--- config.mk ---
export PLATFORM = sky130hd
export DESIGN_NAME = axim_wr_controller_flat
export DESIGN_NICKNAME = d
export VERILOG_FILES = /design/src/rtl/axim_wr_controller_pkg.sv /design/src/rtl/axim_wr_controller_if.sv /design/src/rtl/axim_wr_split.sv /design/src/rtl/axim_wr_controller.sv /design/src/flat_wrapper.sv
export SDC_FILE = /design/constraint.sdc
export NUM_CORES = 1
export LEC_CHECK = 0
export BUFFER_PORTS_ARGS = -buffer_cell sky130_fd_sc_hd__buf_2
export CAP_MARGIN = 15
export CORE_AREA = 5 5 146 148
export CTS_BUF_LIST = sky130_fd_sc_hd__clkbuf_2
export DETAILED_ROUTE_END_ITERATION = 16
export DIE_AREA = 0 0 151 153
export PLACE_DENSITY = 0.74
export SLEW_MARGIN = 20
export SYNTH_ARGS = -nofsm -noshare
export SYNTH_HDL_FRONTEND = slang
export SYNTH_SLANG_ARGS = --single-unit
--- constraint.sdc ---
create_clock -name clk -period 12.1 [get_ports clk]
set_input_delay 2.42 -clock clk [delete_from_list [all_inputs] [get_ports clk]]
set_output_delay 2.42 -clock clk [all_outputs]
set_load 0.01 [all_outputs]
--- src/rtl/axim_wr_controller_pkg.sv ---
// Shared AXI master definitions for the read and write controllers:
// controller state encoding, number of HP ports and the burst byte count.
package axim_wr_controller_pkg;

  localparam int unsigned NUM_PORTS = 4;

  typedef enum logic [2:0] {
    ST_IDLE,
    ST_CALC,
    ST_ISSUE,
    ST_WAIT,
    ST_DONE
  } axim_state_t;

  // Bytes moved by one burst of burst_len beats on a data_width-bit bus.
  function automatic int unsigned burst_bytes(input int unsigned data_width,
                                              input int unsigned burst_len);
    return (data_width / 8) * burst_len;
  endfunction

endpackage

--- src/rtl/axim_wr_controller_if.sv ---
// Request/port bundle of the write controller.
//   tx_req/tx_size/tx_addr  -> request from the client
//   tx_ready/tx_done        <- controller status
//   axim_hpN_tx_req/size/addr  <- sub-request to HP write port N
//   axim_hpN_tx_done           -> port N finished its sub-request
// master: the controller side; slave: client plus HP ports.
interface axim_wr_controller_if #(
  parameter int unsigned C_M_AXI_ADDR_WIDTH = 32,
  parameter int unsigned TX_SIZE_WIDTH      = 10
);
  logic                          tx_req;
  logic [TX_SIZE_WIDTH-1:0]      tx_size;
  logic [C_M_AXI_ADDR_WIDTH-1:0] tx_addr;
  logic                          tx_ready;
  logic                          tx_done;

  logic                          axim_hp0_tx_req;
  logic [TX_SIZE_WIDTH-1:0]      axim_hp0_tx_size;
  logic [C_M_AXI_ADDR_WIDTH-1:0] axim_hp0_tx_addr;
  logic                          axim_hp0_tx_done;
  logic                          axim_hp1_tx_req;
  logic [TX_SIZE_WIDTH-1:0]      axim_hp1_tx_size;
  logic [C_M_AXI_ADDR_WIDTH-1:0] axim_hp1_tx_addr;
  logic                          axim_hp1_tx_done;
  logic                          axim_hp2_tx_req;
  logic [TX_SIZE_WIDTH-1:0]      axim_hp2_tx_size;
  logic [C_M_AXI_ADDR_WIDTH-1:0] axim_hp2_tx_addr;
  logic                          axim_hp2_tx_done;
  logic                          axim_hp3_tx_req;
  logic [TX_SIZE_WIDTH-1:0]      axim_hp3_tx_size;
  logic [C_M_AXI_ADDR_WIDTH-1:0] axim_hp3_tx_addr;
  logic                          axim_hp3_tx_done;

  modport master (
    input  tx_req, tx_size, tx_addr,
    output tx_ready, tx_done,
    output axim_hp0_tx_req, axim_hp0_tx_size, axim_hp0_tx_addr,
    output axim_hp1_tx_req, axim_hp1_tx_size, axim_hp1_tx_addr,
    output axim_hp2_tx_req, axim_hp2_tx_size, axim_hp2_tx_addr,
    output axim_hp3_tx_req, axim_hp3_tx_size, axim_hp3_tx_addr,
    input  axim_hp0_tx_done, axim_hp1_tx_done, axim_hp2_tx_done, axim_hp3_tx_done
  );

  modport slave (
    output tx_req, tx_size, tx_addr,
    input  tx_ready, tx_done,
    input  axim_hp0_tx_req, axim_hp0_tx_size, axim_hp0_tx_addr,
    input  axim_hp1_tx_req, axim_hp1_tx_size, axim_hp1_tx_addr,
    input  axim_hp2_tx_req, axim_hp2_tx_size, axim_hp2_tx_addr,
    input  axim_hp3_tx_req, axim_hp3_tx_size, axim_hp3_tx_addr,
    output axim_hp0_tx_done, axim_hp1_tx_done, axim_hp2_tx_done, axim_hp3_tx_done
  );
endinterface

--- src/rtl/axim_wr_split.sv ---
// Combinational split of a burst count over the HP ports.
//   tx_size/tx_addr  : total bursts and start byte address
//   port_size[N]     : size/4 plus one for the first size%4 ports
//   port_addr[N]     : start address of port N (wraps modulo 2^ADDR_W)
//   port_mask[N]     : port N receives a non-empty share
module axim_wr_split
  import axim_wr_controller_pkg::*;
#(
  parameter int unsigned ADDR_W      = 32,
  parameter int unsigned SIZE_W      = 10,
  parameter int unsigned BURST_BYTES = 128
) (
  input  logic [SIZE_W-1:0]                 tx_size,
  input  logic [ADDR_W-1:0]                 tx_addr,
  output logic [NUM_PORTS-1:0][SIZE_W-1:0]  port_size,
  output logic [NUM_PORTS-1:0][ADDR_W-1:0]  port_addr,
  output logic [NUM_PORTS-1:0]              port_mask
);
  logic [SIZE_W-1:0] q;
  logic [1:0]        r;
  logic [ADDR_W-1:0] acc;

  always_comb begin
    q         = tx_size >> 2;
    r         = tx_size[1:0];
    acc       = tx_addr;
    port_size = '0;
    port_addr = '0;
    port_mask = '0;
    for (int unsigned n = 0; n < NUM_PORTS; n++) begin
      port_size[n] = q + SIZE_W'(n < 32'(r));
      port_addr[n] = acc;
      port_mask[n] = |port_size[n];
      acc          = acc + ADDR_W'(port_size[n]) * ADDR_W'(BURST_BYTES);
    end
  end
endmodule

--- src/rtl/axim_wr_controller.sv ---
// Write controller: splits one write request of tx_size bursts at tx_addr
// into up to four sub-requests for the HP write ports and pulses tx_done
// once every issued port has reported completion.
//   clk    : rising-edge clock
//   resetn : synchronous active-low reset
//   bus    : request, status and per-port signals (master modport)
module axim_wr_controller
  import axim_wr_controller_pkg::*;
#(
  parameter int unsigned C_M_AXI_ADDR_WIDTH   = 32,
  parameter int unsigned C_M_AXI_DATA_WIDTH   = 64,
  parameter int unsigned C_M_AXI_WR_BURST_LEN = 16,
  parameter int unsigned TX_SIZE_WIDTH        = 10
) (
  input  logic                  clk,
  input  logic                  resetn,
  axim_wr_controller_if.master  bus
);
  localparam int unsigned AW = C_M_AXI_ADDR_WIDTH;
  localparam int unsigned SW = TX_SIZE_WIDTH;
  localparam int unsigned BURST_B = burst_bytes(C_M_AXI_DATA_WIDTH, C_M_AXI_WR_BURST_LEN);

  axim_state_t                      state;
  logic [SW-1:0]                    size_q;
  logic [AW-1:0]                    addr_q;
  logic [NUM_PORTS-1:0]             mask;
  logic [NUM_PORTS-1:0]             req_r;
  logic [NUM_PORTS-1:0][SW-1:0]     size_r;
  logic [NUM_PORTS-1:0][AW-1:0]     addr_r;
  logic                             tx_ready_r;
  logic                             tx_done_r;

  logic [NUM_PORTS-1:0]             done_v;
  logic [NUM_PORTS-1:0]             mask_left;
  logic [NUM_PORTS-1:0][SW-1:0]     split_size;
  logic [NUM_PORTS-1:0][AW-1:0]     split_addr;
  logic [NUM_PORTS-1:0]             split_mask;

  axim_wr_split #(
    .ADDR_W      (AW),
    .SIZE_W      (SW),
    .BURST_BYTES (BURST_B)
  ) u_split (
    .tx_size   (size_q),
    .tx_addr   (addr_q),
    .port_size (split_size),
    .port_addr (split_addr),
    .port_mask (split_mask)
  );

  assign done_v    = {bus.axim_hp3_tx_done, bus.axim_hp2_tx_done,
                      bus.axim_hp1_tx_done, bus.axim_hp0_tx_done};
  // Dones on ports that are not pending simply have no bit to clear.
  assign mask_left = mask & ~done_v;

  always_ff @(posedge clk) begin
    if (!resetn) begin
      state      <= ST_IDLE;
      size_q     <= '0;
      addr_q     <= '0;
      mask       <= '0;
      req_r      <= '0;
      size_r     <= '0;
      addr_r     <= '0;
      tx_ready_r <= 1'b0;
      tx_done_r  <= 1'b0;
    end else begin
      req_r     <= '0;
      tx_done_r <= 1'b0;
      unique case (state)
        ST_IDLE: begin
          if (tx_ready_r && bus.tx_req) begin
            size_q     <= bus.tx_size;
            addr_q     <= bus.tx_addr;
            tx_ready_r <= 1'b0;
            state      <= ST_CALC;
          end else begin
            tx_ready_r <= 1'b1;
          end
        end
        ST_CALC: begin
          mask  <= split_mask;
          state <= (split_mask == '0) ? ST_DONE : ST_ISSUE;
        end
        ST_ISSUE: begin
          req_r <= mask;
          for (int unsigned n = 0; n < NUM_PORTS; n++) begin
            size_r[n] <= split_size[n];
            addr_r[n] <= split_mask[n] ? split_addr[n] : '0;
          end
          mask  <= mask_left;
          state <= ST_WAIT;
        end
        ST_WAIT: begin
          mask <= mask_left;
          if (mask_left == '0) state <= ST_DONE;
        end
        ST_DONE: begin
          tx_done_r  <= 1'b1;
          tx_ready_r <= 1'b1;
          size_r     <= '0;
          addr_r     <= '0;
          state      <= ST_IDLE;
        end
        default: state <= ST_IDLE;
      endcase
    end
  end

  assign bus.tx_ready         = tx_ready_r;
  assign bus.tx_done          = tx_done_r;
  assign bus.axim_hp0_tx_req  = req_r[0];
  assign bus.axim_hp1_tx_req  = req_r[1];
  assign bus.axim_hp2_tx_req  = req_r[2];
  assign bus.axim_hp3_tx_req  = req_r[3];
  assign bus.axim_hp0_tx_size = size_r[0];
  assign bus.axim_hp1_tx_size = size_r[1];
  assign bus.axim_hp2_tx_size = size_r[2];
  assign bus.axim_hp3_tx_size = size_r[3];
  assign bus.axim_hp0_tx_addr = addr_r[0];
  assign bus.axim_hp1_tx_addr = addr_r[1];
  assign bus.axim_hp2_tx_addr = addr_r[2];
  assign bus.axim_hp3_tx_addr = addr_r[3];
endmodule
--- src/flat_wrapper.sv ---
// flat-port wrapper written by rule: the top's interface ports become plain ports
module axim_wr_controller_flat import axim_wr_controller_pkg::*;
#(
  parameter int unsigned C_M_AXI_ADDR_WIDTH   = 32,
  parameter int unsigned C_M_AXI_DATA_WIDTH   = 64,
  parameter int unsigned C_M_AXI_WR_BURST_LEN = 16,
  parameter int unsigned TX_SIZE_WIDTH        = 10
)
  (clk, resetn, bus_tx_req, bus_tx_size, bus_tx_addr, bus_tx_ready, bus_tx_done, bus_axim_hp0_tx_req, bus_axim_hp0_tx_size, bus_axim_hp0_tx_addr, bus_axim_hp1_tx_req, bus_axim_hp1_tx_size, bus_axim_hp1_tx_addr, bus_axim_hp2_tx_req, bus_axim_hp2_tx_size, bus_axim_hp2_tx_addr, bus_axim_hp3_tx_req, bus_axim_hp3_tx_size, bus_axim_hp3_tx_addr, bus_axim_hp0_tx_done, bus_axim_hp1_tx_done, bus_axim_hp2_tx_done, bus_axim_hp3_tx_done);
  axim_wr_controller_if #(.C_M_AXI_ADDR_WIDTH(C_M_AXI_ADDR_WIDTH), .TX_SIZE_WIDTH(TX_SIZE_WIDTH)) bus_i ();
  input  logic clk;
  input  logic resetn;
  input wire logic [$bits(bus_i.tx_req)-1:0] bus_tx_req;
  input wire logic [$bits(bus_i.tx_size)-1:0] bus_tx_size;
  input wire logic [$bits(bus_i.tx_addr)-1:0] bus_tx_addr;
  output wire logic [$bits(bus_i.tx_ready)-1:0] bus_tx_ready;
  output wire logic [$bits(bus_i.tx_done)-1:0] bus_tx_done;
  output wire logic [$bits(bus_i.axim_hp0_tx_req)-1:0] bus_axim_hp0_tx_req;
  output wire logic [$bits(bus_i.axim_hp0_tx_size)-1:0] bus_axim_hp0_tx_size;
  output wire logic [$bits(bus_i.axim_hp0_tx_addr)-1:0] bus_axim_hp0_tx_addr;
  output wire logic [$bits(bus_i.axim_hp1_tx_req)-1:0] bus_axim_hp1_tx_req;
  output wire logic [$bits(bus_i.axim_hp1_tx_size)-1:0] bus_axim_hp1_tx_size;
  output wire logic [$bits(bus_i.axim_hp1_tx_addr)-1:0] bus_axim_hp1_tx_addr;
  output wire logic [$bits(bus_i.axim_hp2_tx_req)-1:0] bus_axim_hp2_tx_req;
  output wire logic [$bits(bus_i.axim_hp2_tx_size)-1:0] bus_axim_hp2_tx_size;
  output wire logic [$bits(bus_i.axim_hp2_tx_addr)-1:0] bus_axim_hp2_tx_addr;
  output wire logic [$bits(bus_i.axim_hp3_tx_req)-1:0] bus_axim_hp3_tx_req;
  output wire logic [$bits(bus_i.axim_hp3_tx_size)-1:0] bus_axim_hp3_tx_size;
  output wire logic [$bits(bus_i.axim_hp3_tx_addr)-1:0] bus_axim_hp3_tx_addr;
  input wire logic [$bits(bus_i.axim_hp0_tx_done)-1:0] bus_axim_hp0_tx_done;
  input wire logic [$bits(bus_i.axim_hp1_tx_done)-1:0] bus_axim_hp1_tx_done;
  input wire logic [$bits(bus_i.axim_hp2_tx_done)-1:0] bus_axim_hp2_tx_done;
  input wire logic [$bits(bus_i.axim_hp3_tx_done)-1:0] bus_axim_hp3_tx_done;
  assign bus_i.tx_req = bus_tx_req;
  assign bus_i.tx_size = bus_tx_size;
  assign bus_i.tx_addr = bus_tx_addr;
  assign bus_tx_ready = bus_i.tx_ready;
  assign bus_tx_done = bus_i.tx_done;
  assign bus_axim_hp0_tx_req = bus_i.axim_hp0_tx_req;
  assign bus_axim_hp0_tx_size = bus_i.axim_hp0_tx_size;
  assign bus_axim_hp0_tx_addr = bus_i.axim_hp0_tx_addr;
  assign bus_axim_hp1_tx_req = bus_i.axim_hp1_tx_req;
  assign bus_axim_hp1_tx_size = bus_i.axim_hp1_tx_size;
  assign bus_axim_hp1_tx_addr = bus_i.axim_hp1_tx_addr;
  assign bus_axim_hp2_tx_req = bus_i.axim_hp2_tx_req;
  assign bus_axim_hp2_tx_size = bus_i.axim_hp2_tx_size;
  assign bus_axim_hp2_tx_addr = bus_i.axim_hp2_tx_addr;
  assign bus_axim_hp3_tx_req = bus_i.axim_hp3_tx_req;
  assign bus_axim_hp3_tx_size = bus_i.axim_hp3_tx_size;
  assign bus_axim_hp3_tx_addr = bus_i.axim_hp3_tx_addr;
  assign bus_i.axim_hp0_tx_done = bus_axim_hp0_tx_done;
  assign bus_i.axim_hp1_tx_done = bus_axim_hp1_tx_done;
  assign bus_i.axim_hp2_tx_done = bus_axim_hp2_tx_done;
  assign bus_i.axim_hp3_tx_done = bus_axim_hp3_tx_done;
  axim_wr_controller #(.C_M_AXI_ADDR_WIDTH(C_M_AXI_ADDR_WIDTH), .C_M_AXI_DATA_WIDTH(C_M_AXI_DATA_WIDTH), .C_M_AXI_WR_BURST_LEN(C_M_AXI_WR_BURST_LEN), .TX_SIZE_WIDTH(TX_SIZE_WIDTH)) u_core (.clk(clk), .resetn(resetn), .bus(bus_i));
endmodule
==> results.toml <==
[floorplanning]
rows = 52
io_pins = 223
start_util_pct = 49.2
fp.dieH_um = 153
coreArea_sq_um = 19900
dieArea_sq_um = 23100
die_w_um = 151

[route]
drc = 0
ant_nets = 0
drt_wl_total_mm = 28.8
drt_iter0_drc = 528
wl_per_cell_um = 18.0
routed_via_density = 5.57
dr_total_vias = 8932
drtPass1Iterations = 5

[synthesis]
yosysTopAreaCell = "dfxtp_1"
synth-edff-count = 0
ys_seq_elements = 218
synth_ff_type = "dfxtp_1"
ys_seq_area_share_pct = 44.6
netlist_area_sq_um = 9800
synthTopCellsByArea = "dfxtp_1, a22o_1, nand2_1"
synth_cell_types = 77
synth_warnings = 0
syn_area_per_cell_sq_um = 9.01
synth_top_cell_area_share_pct = 44.6
netlist_instances = 1087
synthArstFlopShare_pct = 0

[clock_network]
postCtsSetupBuffers = 0
clk_pin_slew_worst_paths_ns = 0.10
cts-root-buf = "clkbuf_2"
clkSinkCount = 218
numCtsBuffers = 54
ctsResizeCount = 0
ctsHoldBuffers = 0
htreeDepth = 2
cts_tree = "yes"
cts_buffer_depth = 3
clock_latency_ns = 0.81

[setup_path]
crit_fanout = 5
max_stage_delay_ns = 0.48
worstPathRequired_ns = 12.79
worstSetupStartpointType = "register"
critPathSlowestCell = "o311ai_0"
crit_chain = "or2_2 -> ha_1 -> ha_1 -> xor2_1 -> ha_1 -> a21o_1 -> a21oi_1 -> xnor2_1 -> ha_1 -> o21a_1 -> o31a_1 -> o31a_1 -> o311ai_0 -> a21boi_0 -> ha_1 -> a21boi_0 -> o211ai_1 -> nand4bb_1 -> o311a_1 -> a221o_1"
worst_setup_path_end_kind = "register"
setup.worst_path.class = "register to register"
crit_top_cell = "ha_1"
arrival_ns = 6.57

[power]
cellLeakagePower_nw = 5.24
power.share.clock_pct = 31.5
seqPwrFrac_pct = 51.7
power_per_cell_area_nw_per_um2 = 129
vdd_drop_max_mv = 0.0785
switchingPower_uw = 470
power_mw = 1.49
switching_share_pct = 31.6
intPower_mw = 1.02
p_comb_share_pct = 16.8

[placed_design]
place_area_sq_um = 11100
port_buffers = 217
gp_congestion = 0.914
dp_hpwl_mm = 21.5

[flow_run]
maxCapViolCount = 0

[global_routing]
grt_antenna_before_repair = 1
overflow = 0
grt_max_degree = 92
first_global_vias = 8613
track_usage_pct = 24.4
grt_pass1_wl_mm = 46.0

[timing]
slew_violations = 0
rsz0062_at_grt = "no"
slew_headroom_pct = 38.1
fin_skew_ns = 0.0349
setup_tns_ns = 0
tightest_slew_ns = 0.928
setup_viol = 0
hold_violations = 0
fmax_mhz = 170
min_period_ns = 5.89
post-route-period-util_pct = 48.6

[layout]
drive_gt1_share_pct = 24.8
nFillCells = 1872
final_cell_mix = "dfxtp_1, buf_2, nand2_1, a22o_1, clkbuf_2"
final_common_cell = "dfxtp_1"
nets = 1397
multi_input_area_sq_um = 5080
final_area_sq_um = 11500
syn_to_final_growth_pct = 17.5
regArea_sq_um = 4360

[run_status]
outcome = "complete, no violations"

[min_path]
hold_path.class = "register to register"
sequential cells by signal, indices dropped and copies added (netlist names):
signal,flops
u_core.addr_q,32
u_core.bus.axim_hp0_tx_addr,32
u_core.bus.axim_hp1_tx_addr,32
u_core.bus.axim_hp2_tx_addr,32
u_core.bus.axim_hp3_tx_addr,32
u_core.size_q,10
u_core.bus.axim_hp0_tx_size,9
u_core.bus.axim_hp1_tx_size,9
u_core.bus.axim_hp2_tx_size,9
u_core.bus.axim_hp3_tx_size,8
u_core.mask,4
u_core.req_r,4
u_core.state,3
u_core.bus.tx_done,1
u_core.bus.tx_ready,1
metal layers:
metal | share of wire, % | vias to the layer above | global-route usage, %
met3 | 7.1 | 64 | 4.80
met2 | 47 | 332 | 39.6
met1 | 43 | 4196 | 32.7
met5 | 0 | - | 0
met4 | 2.9 | 0 | 8.07
li1 | - | 4340 | -
critical path, delay by kind of cell (launching register included):
family          cells  cell delay (ns)
compound gates     11             2.94
flops               1             0.33
xor+xnor            2             0.42
simple gates        2             0.71
fa+ha+maj           5             1.36
through the flow:
step           worst slack (ns)  hold slack (ns)  util [%]  std cells
2_1_floorplan              6.91            0.440         -       1091
3_3_place_gp               6.50            0.431      55.6       1525
3_5_place_dp               6.29            0.439      55.6       1525
4_1_cts                    6.26            0.460      57.8       1603
5_1_grt                    5.66            0.479      57.8       1604
6_report                   6.21            0.457      57.8       1604
power groups by stage:
stage               clock (mW)  combinational, mW  sequential, mW
detailed placement           0              0.247           0.785
global route             0.522              0.276           0.772
finish                   0.469              0.250           0.769
CTS                      0.482              0.249           0.768
global placement             0              0.244           0.784
floorplan                    0              0.175           0.773
cells by family after synthesis:
logic type,Yosys count,share of synthesized area (%)
AOI/OAI and AO/OA,324,23.6
xor gates and xnor gates,74,6.85
adders and majority gates,37,4.96
buffers and inverters,94,3.93
DFF,218,44.6
other,1,0.0383
and+or+nand+nor,339,16.1
worst paths after layout:
kind | slack, ns | end | start | depth (start not counted)
max reg2reg | 6.21 | u_core.bus.axim_hp3_tx_addr[29] | u_core.size_q[0] | 20
min reg2reg | 0.46 | u_core.bus.axim_hp2_tx_size[1] | u_core.bus.axim_hp2_tx_size[1] | 2
min | 0.46 | u_core.bus.axim_hp2_tx_size[1] | u_core.bus.axim_hp2_tx_size[1] | 2
max | 6.21 | u_core.bus.axim_hp3_tx_addr[29] | u_core.size_q[0] | 20
area by class of cell:
| type | count | area share (%) |
|---|---|---|
| antenna | 1 | 0.0217 |
| timing repair buffer | 230 | 10.3 |
| clock buffer | 70 | 3.04 |
| inverter | 28 | 0.913 |
| multi-input combinational | 779 | 44.2 |
| tap | 270 | 2.94 |
| sequential | 218 | 37.9 |
| clock inverter | 8 | 0.717 |
cells in the mapped netlist (7+ instances only):
| library cell | number |
|---|---|
| dfxtp_1 | 218 |
| o21ai_0 | 67 |
| a21o_1 | 7 |
| xnor2_1 | 36 |
| clkbuf_1 | 52 |
| nor4_1 | 13 |
| or4_1 | 7 |
| nor2b_1 | 8 |
| nand2_1 | 171 |
| nand3_1 | 24 |
| a22o_1 | 107 |
| inv_1 | 27 |
| nor3_1 | 17 |
| buf_4 | 7 |
| ha_1 | 34 |
| and2_1 | 8 |
| nor2_1 | 49 |
| a31oi_1 | 8 |
| a21oi_1 | 67 |
| xor2_1 | 35 |
| o211ai_1 | 9 |
Note: power is estimated with default switching activity, not from simulation.
